### config.mk
export PLATFORM = sky130hd
export DESIGN_NAME = joypad_ctrl
export DESIGN_NICKNAME = d
export VERILOG_FILES = /design/src/rtl/joypad_pkg.sv /design/src/rtl/joypad_debounce.sv /design/src/rtl/joypad_ctrl.sv
export SDC_FILE = /design/constraint.sdc
export NUM_CORES = 1
export LEC_CHECK = 0
export CAP_MARGIN = 10
export CORE_MARGIN = 5
export CORE_UTILIZATION = 43
export CTS_CLUSTER_SIZE = 40
export DETAILED_ROUTE_END_ITERATION = 7
export PLACE_DENSITY = 0.85
export SYNTH_ARGS = -nofsm -noshare
export SYNTH_HDL_FRONTEND = slang
export SYNTH_SLANG_ARGS = --single-unit
### constraint.sdc
create_clock -name Clock -period 2.9 [get_ports Clock]
set_clock_uncertainty 0.15 [all_clocks]
set_input_delay 0.29 -clock Clock [delete_from_list [all_inputs] [get_ports Clock]]
set_output_delay 0.29 -clock Clock [all_outputs]
set_load 0.02 [all_outputs]
### src/rtl/joypad_pkg.sv
// Shared constants for the joypad controller: P1 address, button bit indices,
// select encodings, reset values and the active-low key nibble helper.
package joypad_pkg;

  localparam logic [15:0] DEFAULT_P1_ADDR = 16'hFF00;

  localparam int BTN_RIGHT  = 0;
  localparam int BTN_LEFT   = 1;
  localparam int BTN_UP     = 2;
  localparam int BTN_DOWN   = 3;
  localparam int BTN_A      = 4;
  localparam int BTN_B      = 5;
  localparam int BTN_SELECT = 6;
  localparam int BTN_START  = 7;

  localparam logic [1:0] SEL_DIR  = 2'b10;
  localparam logic [1:0] SEL_BTN  = 2'b01;
  localparam logic [1:0] SEL_NONE = 2'b11;
  localparam logic [1:0] SEL_BOTH = 2'b00;

  localparam logic [1:0] RST_SEL    = SEL_NONE;
  localparam logic [7:0] RST_DATA   = 8'hFF;
  localparam logic [3:0] RST_NIBBLE = 4'hF;

  typedef enum logic {
    IRQ_IDLE,
    IRQ_PENDING
  } irq_state_e;

  // A select bit of 0 enables its group; pressed keys read back as 0.
  function automatic logic [3:0] key_nibble(input logic [1:0] sel, input logic [7:0] btn);
    logic [3:0] dirs;
    logic [3:0] btns;
    dirs = {btn[BTN_DOWN], btn[BTN_UP], btn[BTN_LEFT], btn[BTN_RIGHT]};
    btns = {btn[BTN_START], btn[BTN_SELECT], btn[BTN_B], btn[BTN_A]};
    case (sel)
      SEL_DIR:  return ~dirs;
      SEL_BTN:  return ~btns;
      SEL_BOTH: return ~(dirs | btns);
      default:  return RST_NIBBLE;
    endcase
  endfunction

endpackage

### src/rtl/joypad_debounce.sv
// One button bit: 2-flop synchronizer followed by a stable-count debouncer.
// The debouncer exists only when JOYPAD_DEBOUNCE_EN is defined.
module joypad_debounce
  import joypad_pkg::*;
#(
  parameter int DEBOUNCE_CYCLES = 16
) (
  input  logic Clock,
  input  logic Reset,
  input  logic button,
  output logic stable
);

  logic sync_meta;
  logic sync_out;

  always_ff @(posedge Clock or negedge Reset) begin
    if (!Reset) begin
      sync_meta <= 1'b0;
      sync_out  <= 1'b0;
    end else begin
      sync_meta <= button;
      sync_out  <= sync_meta;
    end
  end

`ifdef JOYPAD_DEBOUNCE_EN
  localparam bit FILTER_EN = 1'b1;
`else
  localparam bit FILTER_EN = 1'b0;
`endif

  // Counts below the 2-cycle minimum cannot be filtered and fall back to pass-through.
  generate
    if (FILTER_EN && DEBOUNCE_CYCLES >= 2) begin : g_filter
      localparam int CNT_W = $clog2(DEBOUNCE_CYCLES);
      localparam logic [CNT_W-1:0] CNT_LAST = CNT_W'(DEBOUNCE_CYCLES - 1);

      logic [CNT_W-1:0] cnt;
      logic             state;

      always_ff @(posedge Clock or negedge Reset) begin
        if (!Reset) begin
          cnt   <= '0;
          state <= 1'b0;
        end else if (sync_out == state) begin
          cnt <= '0;
        end else if (cnt == CNT_LAST) begin
          cnt   <= '0;
          state <= sync_out;
        end else begin
          cnt <= cnt + CNT_W'(1);
        end
      end

      assign stable = state;
    end else begin : g_bypass
      assign stable = sync_out;
    end
  endgenerate

endmodule

### src/rtl/joypad_ctrl.sv
// GameBoy joypad controller: P1 register (select + active-low key nibble) and
// joypad interrupt with hold-until-ack. Build macro JOYPAD_DEBOUNCE_EN adds debouncing.
module joypad_ctrl
  import joypad_pkg::*;
#(
  parameter int          DEBOUNCE_CYCLES = 16,
  parameter logic [15:0] P1_ADDR         = DEFAULT_P1_ADDR
) (
  input  logic        Clock,
  input  logic        Reset,
  input  logic [7:0]  iButtons,
  input  logic [15:0] iAddr,
  input  logic [7:0]  iData,
  input  logic        iWe,
  input  logic        iRe,
  output logic [7:0]  oData,
  output logic        oDataValid,
  output logic        oIrq,
  input  logic        iIrqAck
);

  logic [7:0] debounced;
  logic [1:0] sel;
  logic [3:0] nibble;
  logic [3:0] prev_nibble;
  logic       p1_hit;
  logic       falling;
  logic       data_unused;
  irq_state_e irq_state;
  irq_state_e irq_next;

  for (genvar i = 0; i < 8; i++) begin : g_btn
    joypad_debounce #(
      .DEBOUNCE_CYCLES(DEBOUNCE_CYCLES)
    ) u_debounce (
      .Clock (Clock),
      .Reset (Reset),
      .button(iButtons[i]),
      .stable(debounced[i])
    );
  end

  assign p1_hit      = (iAddr == P1_ADDR);
  assign nibble      = key_nibble(sel, debounced);
  assign data_unused = ^{iData[7:6], iData[3:0]};

  always_ff @(posedge Clock or negedge Reset) begin
    if (!Reset) begin
      sel <= RST_SEL;
    end else if (iWe && p1_hit) begin
      sel <= iData[5:4];
    end
  end

  // Read data samples the pre-write select, so a same-cycle write lands afterwards.
  always_ff @(posedge Clock or negedge Reset) begin
    if (!Reset) begin
      oData      <= RST_DATA;
      oDataValid <= 1'b0;
    end else begin
      oDataValid <= iRe && p1_hit;
      if (iRe && p1_hit) begin
        oData <= {2'b11, sel, nibble};
      end
    end
  end

  always_ff @(posedge Clock or negedge Reset) begin
    if (!Reset) begin
      irq_state   <= IRQ_IDLE;
      prev_nibble <= RST_NIBBLE;
    end else begin
      irq_state   <= irq_next;
      prev_nibble <= nibble;
    end
  end

  // A new press edge outranks an acknowledge arriving in the same cycle.
  always_comb begin
    irq_next = irq_state;
    falling  = |(prev_nibble & ~nibble);
    case (irq_state)
      IRQ_IDLE:    if (falling) irq_next = IRQ_PENDING;
      IRQ_PENDING: if (iIrqAck && !falling) irq_next = IRQ_IDLE;
    endcase
  end

  assign oIrq = (irq_state == IRQ_PENDING);

endmodule
# After elaboration in Yosys (flattened, before gate mapping)
# Cells that the tools add are included.
[classes]
eq_ne = 3
mux = 4
bitwise_logic = 7
n_reduce_logical = 6
[op_table]
columns = ["operator", "n"]
rows = [
  ["$eq 16x16->1 const B", 1],
  ["$not 4->4", 4],
  ["$pmux 4 s3", 1],
  ["$and 4x4->4", 1],
  ["$or 4x4->4", 1],
  ["$reduce_or 4->1", 1],
  ["$logic_and 1x1->1", 3],
  ["$eq 2x1->1 const B", 1],
  ["$eq 2x2->1 const B", 1],
  ["$logic_not 2->1", 1],
  ["$mux 1", 2],
  ["$pmux 1 s2", 1],
  ["$logic_not 1->1", 1],
  ["$not 1->1", 1],
]
[word_totals]
ff_bits = 30
input_bits = 37
out_inout_bits = 10

# Longest topological paths before layout
# Gate-level depths: netlist of the first run.
[logic_depth]
word_depth = 10
mapped_depth = 4
depth_no_buf = 4

# Cells and area by module
# From an unflattened synthesis of the first run, not the netlist that was laid out.
[unflattened]
cells_unflattened = 64
area_unflattened_um2 = 1056.0
[by_module_without_submodules]
columns = ["mod", "n_inst", "cells_each", "area_each_um2", "seq_area_each_um2"]
rows = [
  ["joypad_ctrl", 1, 48, 655.6, 365.4],
  ["joypad_debounce", 8, 2, 50.0, 50.0],
]

# Worst setup path before layout of the first run
# OpenSTA, ideal clock, no wires.
[synth_timing]
path_kind = "input port to flip-flop"
start = "in iAddr[1]"
end = "reg oData[1]"
setup_ns = 0.085
arrival_ns = 1.607
setup_slack_ns = 1.058
cell_stages = 4
path_buffers = 0
cell_sequence = "or4_4 -> nor4_4 -> nand2_4 -> mux2_1"
[synth_between]
elab_chain_cells = 2
[synth_lines]
columns = ["item", "line_no", "text"]
rows = [
  ["from (decl)", "joypad_ctrl.sv:12", "input logic [15:0] iAddr,"],
  ["$eq 16x16->1", "joypad_ctrl.sv:43", "assign p1_hit = (iAddr == P1_ADDR);"],
  ["$logic_and 1x1->1", "joypad_ctrl.sv:62", "if (iRe && p1_hit) begin"],
  ["to (signal assigned)", "joypad_ctrl.sv:63", "oData <= {2'b11, sel, nibble};"],
  ["to (decl)", "joypad_ctrl.sv:16", "output logic [7:0] oData,"],
]
# No other way between the ends.
# A chain may end at the register's enable or synchronous reset.

# Final worst setup path of the first run
[layout_timing]
start = "in iAddr[1]"
end = "reg oData[3]"
# Same word-level chain as after synthesis.

==> impl_metrics.csv, run 1 <==
group,metric,value,unit
drt,drc,0,
sta,hold_viol_final,0,
sta,finalCriticalPeriod,2.00,ns
global_route,grt_pass1_vias,725,
setup_path,reg2reg_slack,1.23,ns
power,power,0.763,mW
logic_synthesis,synth_area,1060,um2
logic_synthesis,ys_seq_elements,30,
logic_synthesis,yosysTopAreaCellShare,42.7,%
die,start_util,43.8,%
setup_path,cp_max_fo,6,
global_route,overflow,0,
power,p_per_area,497,nW/um2
cts,cts_max_path_buffers,2,
layout,nFillCells,180,
cts,clk_latency,0.32,ns
die,placementRows,18,
sta,rsz0062_at_grt,"no",
min_path,hold_class,"in -> async",
run_status,status,"completed",
drt,antenna_left,0,
die,dieArea,3550,um2
setup_path,crit_chain,"clkdlybuf4s50_1, or4_4, nor4_4, nand2_4, mux2_1",
cts,numCtsBuffers,5,
global_route,antenna_found_initial,0,
logic_synthesis,syn-instance-count,64,
drt,vias,652,
cts,cts_hold_buf,0,
die,die_h,59.6,um
cts,clk_pin_slew_worst_paths,0.10,ns
die,die_x,59.6,um
run,drv_cap,0,
layout,fin_cells,140,
sta,setup_tns,0,ns
cts,h-tree-depth,2,
placement,dp.cells,132,
logic_synthesis,synth_area_leaders,"dfrtp_1 (43%), dfstp_2 (30%), mux2_4 (5.7%)",
cts,postCtsSetupRepairBufs,0,
placement,dp_hpwl,1530,um
setup_path,startpoint_type,"primary input",
placement,gp_congestion,0.708,
power,cellLeakagePower,0.661,nW
setup_path,required,2.99,ns
global_route,grt_use_total,12.3,%
drt,dr.pass1.iters,3,
placement,port-buffer-count,38,
setup_path,worst_path_largest_cell_delay,0.56,ns
drt,routed_via_density,4.66,
cts,cts_tree,"yes",
logic_synthesis,synth_area_per_cell,16.5,um2
setup_path,crit_path_end_kind,"register",
global_route,grt_pass1_wl,3120,um
layout,drive_gt1_share,28.2,%
layout,final_nets,146,
cts,cts_resized,0,
sta,period_share,68.9,%
setup_path,arrival,2.09,ns
global_route,grt_max_degree,31,
cts,cts_sinks,30,
logic_synthesis,synth_top_cell_by_area,"dfrtp_1",
layout,antenna-diode-count,0,
setup_path,path_class,"in -> reg",
logic_synthesis,yosysSeqAreaShare,72.5,%
power,ir_drop,540,uV
drt,wire_per_inst,13.6,um
logic_synthesis,yosys_warnings,0,
layout,syn_to_final_growth,45.3,%
die,ios,47,
setup_path,slowest_stage,"or4_4",
sta,max_freq,0.501,GHz
logic_synthesis,post_synth_num_cell_types,21,
sta,fin_hold_ws,0.188,ns
sta,maxSlewViolCount,0,
drt,wl,1900,um
drt,initialDrtViolationCount,9,
cts,root_buffer,"clkbuf_4",
die,core_region_area,2410,um2
sta,setup_viol,0,
==> cells in the final DEF, fill, tap and decap left out <==
master           netlist  final
nor2b_1                1      1
a22oi_1                4      4
or3_1                  1      1
mux2_2                 2      2
clkbuf_4               0      5
nand2_4                1      1
mux2_1                 2      2
clkinvlp_4             0      1
conb_1                 1      2
nor4_4                 1      1
o22ai_1                2      2
or4_4                  1      1
nand4_1                1      1
mux2_4                 4      4
buf_4                  2      1
and2_1                 1      1
inv_1                  6      6
nand4b_1               1      1
clkdlybuf4s50_1        0     38
dfrtp_1               18     18
clkbuf_8               0      1
nand2_1                1      1
dfstp_2               12     12
clkinv_2               0      1
or4b_4                 1      1
nor4_1                 1      1
==> worst max-delay path, delay by kind of cell <==
kind                   cells  cell delay (ns)
multiplexers               1             0.33
buffers and inverters      1             0.40
AND/OR/NAND/NOR            3             1.07
==> power breakdown <==
group | internal (mW) | total (mW) | leakage, nW | switching, mW
Sequential | 0.436 | 0.441 | 0.335 | 0.00469
Clock | 0.116 | 0.253 | 0.0343 | 0.137
Combinational | 0.0443 | 0.0684 | 0.292 | 0.0240
==> final cells by class <==
| type | instances | area (um2) | share of cell area [%] |
|---|---|---|---|
| Sequential cell | 30 | 766 | 49.9 |
| Multi-Input combinational cell | 27 | 256 | 16.7 |
| Clock buffer | 6 | 51.3 | 3.34 |
| Tap cell | 30 | 37.5 | 2.45 |
| Clock inverter | 2 | 12.5 | 0.816 |
| Inverter | 6 | 22.5 | 1.47 |
| Timing Repair Buffer | 39 | 388 | 25.3 |
==> sequential cells by signal (all words and copies together), names as in the netlist <==
name                        flops
oIrq                            1
oData                           6
sel                             2
prev_nibble                     4
g_btn.u_debounce.stable         8
g_btn.u_debounce.sync_meta      8
oDataValid                      1
==> logic make-up (layout without fill, tap and decap cells) <==
kind of cell    count (synthesis)  after routing  synth area share (%)
compound gates                  6              6                  4.03
simple gates                   11             11                  9.60
other cells                     1              2                 0.355
mux                             8              8                  9.95
buf+inv                         8             53                  3.55
flops                          30             30                  72.5
==> metrics by stage <==
step	setup slack, ns	util, %	instance area [um2]
floorplan	1.06	-	1060
global placement	0.601	61.0	1470
detailed placement	0.568	61.0	1470
CTS	0.906	63.7	1530
global route	0.864	63.7	1530
finish	0.902	63.7	1530
==> worst paths after layout <==
| check | cells after the start | endpoint | start |
|---|---|---|---|
| worst max-delay path | 5 | oData[3] | iAddr[1] |
| worst min-delay path | 2 | g_btn[7].u_debounce.stable | Reset |
| worst max register to register | 4 | oIrq | sel[1] |
| worst min register to register | 0 | g_btn[6].u_debounce.stable | g_btn[6].u_debounce.sync_meta |
| max in group asynchronous | 2 | prev_nibble[3] | Reset |
| min in group Clock | 0 | g_btn[6].u_debounce.stable | g_btn[6].u_debounce.sync_meta |
==> synthesized netlist by cell type (all sizes together) <==
cell	number
o22ai	2
nand2	2
nand4	1
or3	1
dfrtp	18
buf	2
nand4b	1
dfstp	12
a22oi	4
or4	1
mux2	8
nor2b	1
and2	1
conb	1
inv	6
or4b	1
nor4	2
==> metal layers <==
metal	part of all wire [%]	vias to the layer above	wire (um)	track usage, %
met4	1.7	0	33	4.75
met2	56	23	1060	21.7
met5	0	-	0	0
met3	6.7	4	128	6.10
li1	-	307	-	-
met1	36	318	682	12.3
(Power assumes the default switching activity.)
==> run 2: changes to the inputs <==
--- a/config.mk
+++ b/config.mk
@@ -7,10 +7,10 @@
 export LEC_CHECK = 0
 export CAP_MARGIN = 10
 export CORE_MARGIN = 5
-export CORE_UTILIZATION = 43
+export CORE_UTILIZATION = 40
 export CTS_CLUSTER_SIZE = 40
 export DETAILED_ROUTE_END_ITERATION = 7
-export PLACE_DENSITY = 0.85
+export PLACE_DENSITY = 0.8
 export SYNTH_ARGS = -nofsm -noshare
 export SYNTH_HDL_FRONTEND = slang
 export SYNTH_SLANG_ARGS = --single-unit
==> constraint.sdc (replaced) <==
create_clock -name Clock -period 1.85 [get_ports Clock]
set_clock_uncertainty 0.15 [all_clocks]
set_input_delay 0.185 -clock Clock [delete_from_list [all_inputs] [get_ports Clock]]
set_output_delay 0.185 -clock Clock [all_outputs]
set_load 0.02 [all_outputs]
==> run 2 against run 1 <==
  * Critical path depth unchanged
  * Design area up 4.2%
  * Worst hold slack worse by 0.12 ns
  * Non-clock buffer count up 2
  * Combinational power up 58%
  * Critical endpoint is now oData[5]
  * Largest cell class unchanged
  * Largest power group unchanged
==> impl_metrics.csv, run 2 (same netlist as run 1, synthesis figures left out) <==
group,metric,value,unit
run_status,status,"completed",
cts,root_buffer,"clkbuf_4",
global_route,grt_pass1_wl,3290,um
power,cellLeakagePower,0.848,nW
global_route,antenna_found_initial,0,
placement,post_dp_cell_area,1490,um2
power,p_sw_share,18.9,%
layout,layout_commonest_cell,"clkdlybuf4s50_1",
cts,cts_sinks,30,
setup_path,required,1.95,ns
sta,setup_viol,0,
sta,worst_slack,0.103,ns
layout,drive_gt1_share,30.6,%
placement,place_ws,-0.369,ns
setup_path,cp_max_fo,6,
die,core_region_area,2500,um2
cts,h-tree-depth,2,
sta,fin_hold_ws,0.0732,ns
setup_path,slowest_stage,"or4_4",
cts,cts_tree,"yes",
drt,vias,648,
cts,cts_hold_buf,0,
cts,clk_latency,0.32,ns
drt,antenna_left,0,
global_route,grt_max_degree,31,
drt,wl,2090,um
layout,final_nets,148,
drt,drc,0,
sta,finalCriticalPeriod,1.75,ns
placement,gp_congestion,0.654,
global_route,overflow,0,
power,clkPwrFrac,39.3,%
power,combinationalPowerShare,8.2,%
setup_path,arrival,1.85,ns
min_path,hold_class,"in -> async",
setup_path,crit_path_end_kind,"register",
drt,routed_via_density,4.60,
run,drv_cap,0,
die,start_util,42.2,%
global_route,grt_use_total,13.2,%
setup_path,startpoint_type,"primary input",
sta,max_freq,0.572,GHz
sta,maxSlewViolCount,0,
die,die_h,61.4,um
layout,syn_to_final_growth,51.4,%
cts,cts_max_path_buffers,2,
power,power_frac_seq,52.5,%
power,p_per_area,823,nW/um2
drt,wire_per_inst,14.8,um
power,p_sw,0.249,mW
placement,dp_hpwl,1610,um
sta,setup_tns,0,ns
layout,fin_area,1600,um2
die,dieArea,3770,um2
placement,port-buffer-count,38,
layout,antenna-diode-count,0,
drt,dr.pass1.iters,2,
cts,numCtsBuffers,5,
setup_path,reg2reg_slack,0.15,ns
power,ir_drop,695,uV
global_route,grt_pass1_vias,717,
power,p_int,1.07,mW
die,ios,47,
sta,hold_viol_final,0,
sta,period_share,94.4,%
setup_path,worst_path_largest_cell_delay,0.44,ns
die,die_x,61.4,um
layout,layout_common_cells,"clkdlybuf4s50_1 (25), dfrtp_1 (18), dfstp_2 (12)",
sta,rsz0062_at_grt,"no",
cts,clk_pin_slew_worst_paths,0.09,ns
setup_path,crit_chain,"clkdlybuf4s50_1, or4_4, nor4_4, nand2_4, mux2_4",
drt,initialDrtViolationCount,13,
die,placementRows,18,
setup_path,path_class,"in -> reg",
-- run 2: cell count changes in the layout (fill, tap and decap cells not counted), sizes merged --
cell	change
dlygate4sd2	+2
clkinvlp	-1
clkdlybuf4s50	-13
bufinv	+1
clkinv	-1
buf	+2
dlymetal6s2s	+11
-- run 2: cell type report --
class | count | area (um2)
fillers | 192 | 901
flip-flops and latches | 30 | 766
repair buffers | 41 | 428
multi-input cells | 27 | 264
clock buffers | 6 | 51.3
well taps | 30 | 37.5
clock inverters | 1 | 30.0
inverters | 6 | 22.5
-- run 2: power by group through the flow --
stage | Sequential [mW] | Clock (mW) | Combinational (mW)
final | 0.691 | 0.517 | 0.108
after global routing | 0.694 | 0.574 | 0.117
after CTS | 0.692 | 0.531 | 0.110
after detailed placement | 0.704 | 0 | 0.112
after global placement | 0.701 | 0 | 0.108
after floorplan | 0.704 | 0 | 0.0230
-- run 2: metal layers --
layer | track usage, % | part of all wire, % | wire [um] | up-vias
met5 | 0 | 0 | 0 | -
met4 | 6.36 | 3.1 | 64 | 0
met3 | 8.39 | 8.1 | 169 | 6
met2 | 21.5 | 53 | 1110 | 28
met1 | 13.1 | 36 | 744 | 304
li1 | - | - | - | 310
-- run 2: worst paths after layout --
kind                                               start                            end  cells after the start
max                                             iAddr[1]                       oData[5]                      5
min                                                Reset                           oIrq                      2
max reg2reg                                       sel[1]                           oIrq                      4
min reg2reg                g_btn[0].u_debounce.sync_meta     g_btn[0].u_debounce.stable                      0
max in group asynchronous                          Reset                       oData[5]                      2
min in group Clock                           iButtons[1]  g_btn[1].u_debounce.sync_meta                      1
-- run 2: stage by stage --
step / cells / total power, mW / utilization (%)
global route: 141 / 1.39 / 64.0
detailed placement: 134 / 0.815 / 59.4
global placement: 134 / 0.809 / 59.4
finish: 141 / 1.32 / 64.0
CTS: 141 / 1.33 / 62.9
floorplan: 65 / 0.727 / -
-- run 2: what timing repair did --
action                                  4_1_cts  5_1_grt
endpoints found under the setup margin        3       13
pin swaps                                     3        4
resized for setup                             4       11
buffers inserted                              0        0
-- run 2: worst max-delay path, delay by kind of cell --
kind,cells,cell delay [ns]
buf+inv,1,0.40
mux,1,0.32
simple gates,3,0.95
==> run 3: changes to the inputs <==
--- a/config.mk
+++ b/config.mk
@@ -11,6 +11,7 @@
 export CTS_CLUSTER_SIZE = 40
 export DETAILED_ROUTE_END_ITERATION = 7
 export PLACE_DENSITY = 0.8
+export SKIP_CTS_REPAIR_TIMING = 1
 export SYNTH_ARGS = -nofsm -noshare
 export SYNTH_HDL_FRONTEND = slang
 export SYNTH_SLANG_ARGS = --single-unit
==> run 3 against run 2 <==
  * Routed wire length shrank 1.5%
  * Flip-flop and latch count is the same
  * Core utilization increased by 0.050 points
  * Critical path type unchanged
  * Critical endpoint is now oData[3]
  * Largest power group unchanged
==> impl_metrics.csv, run 3 (same netlist as run 1, synthesis figures left out) <==
group,metric,value,unit
die,die_x,61.4,um
setup_path,crit_path_end_kind,"register",
die,dieArea,3770,um2
setup_path,required,1.96,ns
run,drv_cap,0,
power,cellLeakagePower,0.852,nW
placement,place_ws,-0.369,ns
placement,post_dp_cell_area,1490,um2
power,combinationalPowerShare,8.2,%
die,placementRows,18,
power,ir_drop,721,uV
cts,numCtsBuffers,5,
die,start_util,42.2,%
layout,final_nets,148,
cts,cts_sinks,30,
layout,syn_to_final_growth,51.5,%
sta,max_freq,0.557,GHz
power,p_sw_share,19.0,%
layout,layout_common_cells,"clkdlybuf4s50_1 (26), dfrtp_1 (18), dlymetal6s2s_1 (12), dfstp_2 (12), inv_1 (6)",
setup_path,slowest_stage,"or4_4",
layout,antenna-diode-count,0,
cts,root_buffer,"clkbuf_4",
drt,antenna_left,0,
setup_path,arrival,1.91,ns
cts,clk_latency,0.32,ns
global_route,overflow,0,
cts,cts_tree,"yes",
drt,initialDrtViolationCount,10,
sta,maxSlewViolCount,0,
layout,layout_commonest_cell,"clkdlybuf4s50_1",
power,power_frac_seq,52.5,%
global_route,grt_max_degree,31,
sta,setup_viol,0,
power,power,1.32,mW
placement,gp_congestion,0.654,
die,core_region_area,2500,um2
drt,wl,2060,um
sta,setup_tns,0,ns
drt,drc,0,
setup_path,path_class,"in -> reg",
sta,worst_slack,0.0550,ns
power,clkPwrFrac,39.3,%
layout,fin_area,1600,um2
setup_path,worst_path_largest_cell_delay,0.50,ns
die,die_h,61.4,um
cts,clk_pin_slew_worst_paths,0.09,ns
layout,drive_gt1_share,29.7,%
min_path,hold_class,"in -> async",
drt,routed_via_density,4.61,
setup_path,startpoint_type,"primary input",
global_route,grt_pass1_wl,3270,um
drt,wire_per_inst,14.6,um
global_route,antenna_found_initial,0,
run_status,status,"completed",
drt,vias,650,
placement,port-buffer-count,38,
power,p_sw,0.250,mW
cts,h-tree-depth,2,
sta,rsz0062_at_grt,"no",
drt,dr.pass1.iters,4,
setup_path,cp_max_fo,6,
sta,period_share,97.0,%
power,p_int,1.07,mW
power,p_per_area,823,nW/um2
die,ios,47,
global_route,grt_pass1_vias,714,
setup_path,crit_chain,"clkdlybuf4s50_1, or4_4, nor4_4, nand2_4, mux2_1",
layout,nFillCells,190,
cts,cts_max_path_buffers,2,
global_route,grt_use_total,13.1,%
placement,dp_hpwl,1610,um
sta,hold_viol_final,0,
sta,finalCriticalPeriod,1.80,ns
run 3: changes by cell type in the layout (fill, tap and decap cells not counted), sizes merged:
cell           change
dlymetal6s2s       +1
clkdlybuf4s50      +1
dlygate4sd2        -2
run 3: final timing paths:
path / startpoint / endpoint / slack, ns / cells after the start
max: iAddr[3] / oData[3] / 0.05 / 5
min: Reset / oIrq / 0.07 / 2
max reg2reg: sel[1] / oIrq / 0.15 / 4
min reg2reg: g_btn[0].u_debounce.sync_meta / g_btn[0].u_debounce.stable / 0.20 / 0
max in group asynchronous: Reset / oData[5] / 1.17 / 2
min in group Clock: iButtons[1] / g_btn[1].u_debounce.sync_meta / 0.14 / 1
run 3: power groups by stage:
stage | sequential [mW] | clock [mW] | combinational [mW]
finish | 0.691 | 0.518 | 0.108
global route | 0.694 | 0.574 | 0.118
CTS | 0.692 | 0.531 | 0.112
detailed placement | 0.704 | 0 | 0.112
global placement | 0.701 | 0 | 0.108
floorplan | 0.704 | 0 | 0.0230
run 3: area by class of cell:
type / instances / area, um2 / share of cell area (%)
Timing Repair Buffer: 41 / 433 / 27.1
Sequential cell: 30 / 766 / 47.9
Multi-Input combinational cell: 27 / 260 / 16.3
Clock buffer: 6 / 51.3 / 3.21
Clock inverter: 1 / 30.0 / 1.88
Tap cell: 30 / 37.5 / 2.35
Inverter: 6 / 22.5 / 1.41
run 3: layer usage:
| metal | global-route usage, % | routed length [um] |
|---|---|---|
| met1 | 12.8 | 717 |
| met2 | 21.5 | 1090 |
| met3 | 8.39 | 176 |
| met4 | 6.36 | 75 |
| met5 | 0 | 0 |
run 3: worst max-delay path: cells and delay by family:
kind	cells	cell delay (ns)
simple gates	3	0.99
mux	1	0.33
buf+inv	1	0.40
run 3: through the flow:
stage | std cells | hold WS (ns) | utilization, %
3_3_place_gp | 134 | 0.183 | 59.4
5_1_grt | 141 | 0.0713 | 64.0
4_1_cts | 141 | 0.0720 | 62.7
3_5_place_dp | 134 | 0.186 | 59.4
6_report | 141 | 0.0722 | 64.0
2_1_floorplan | 65 | -0.261 | -
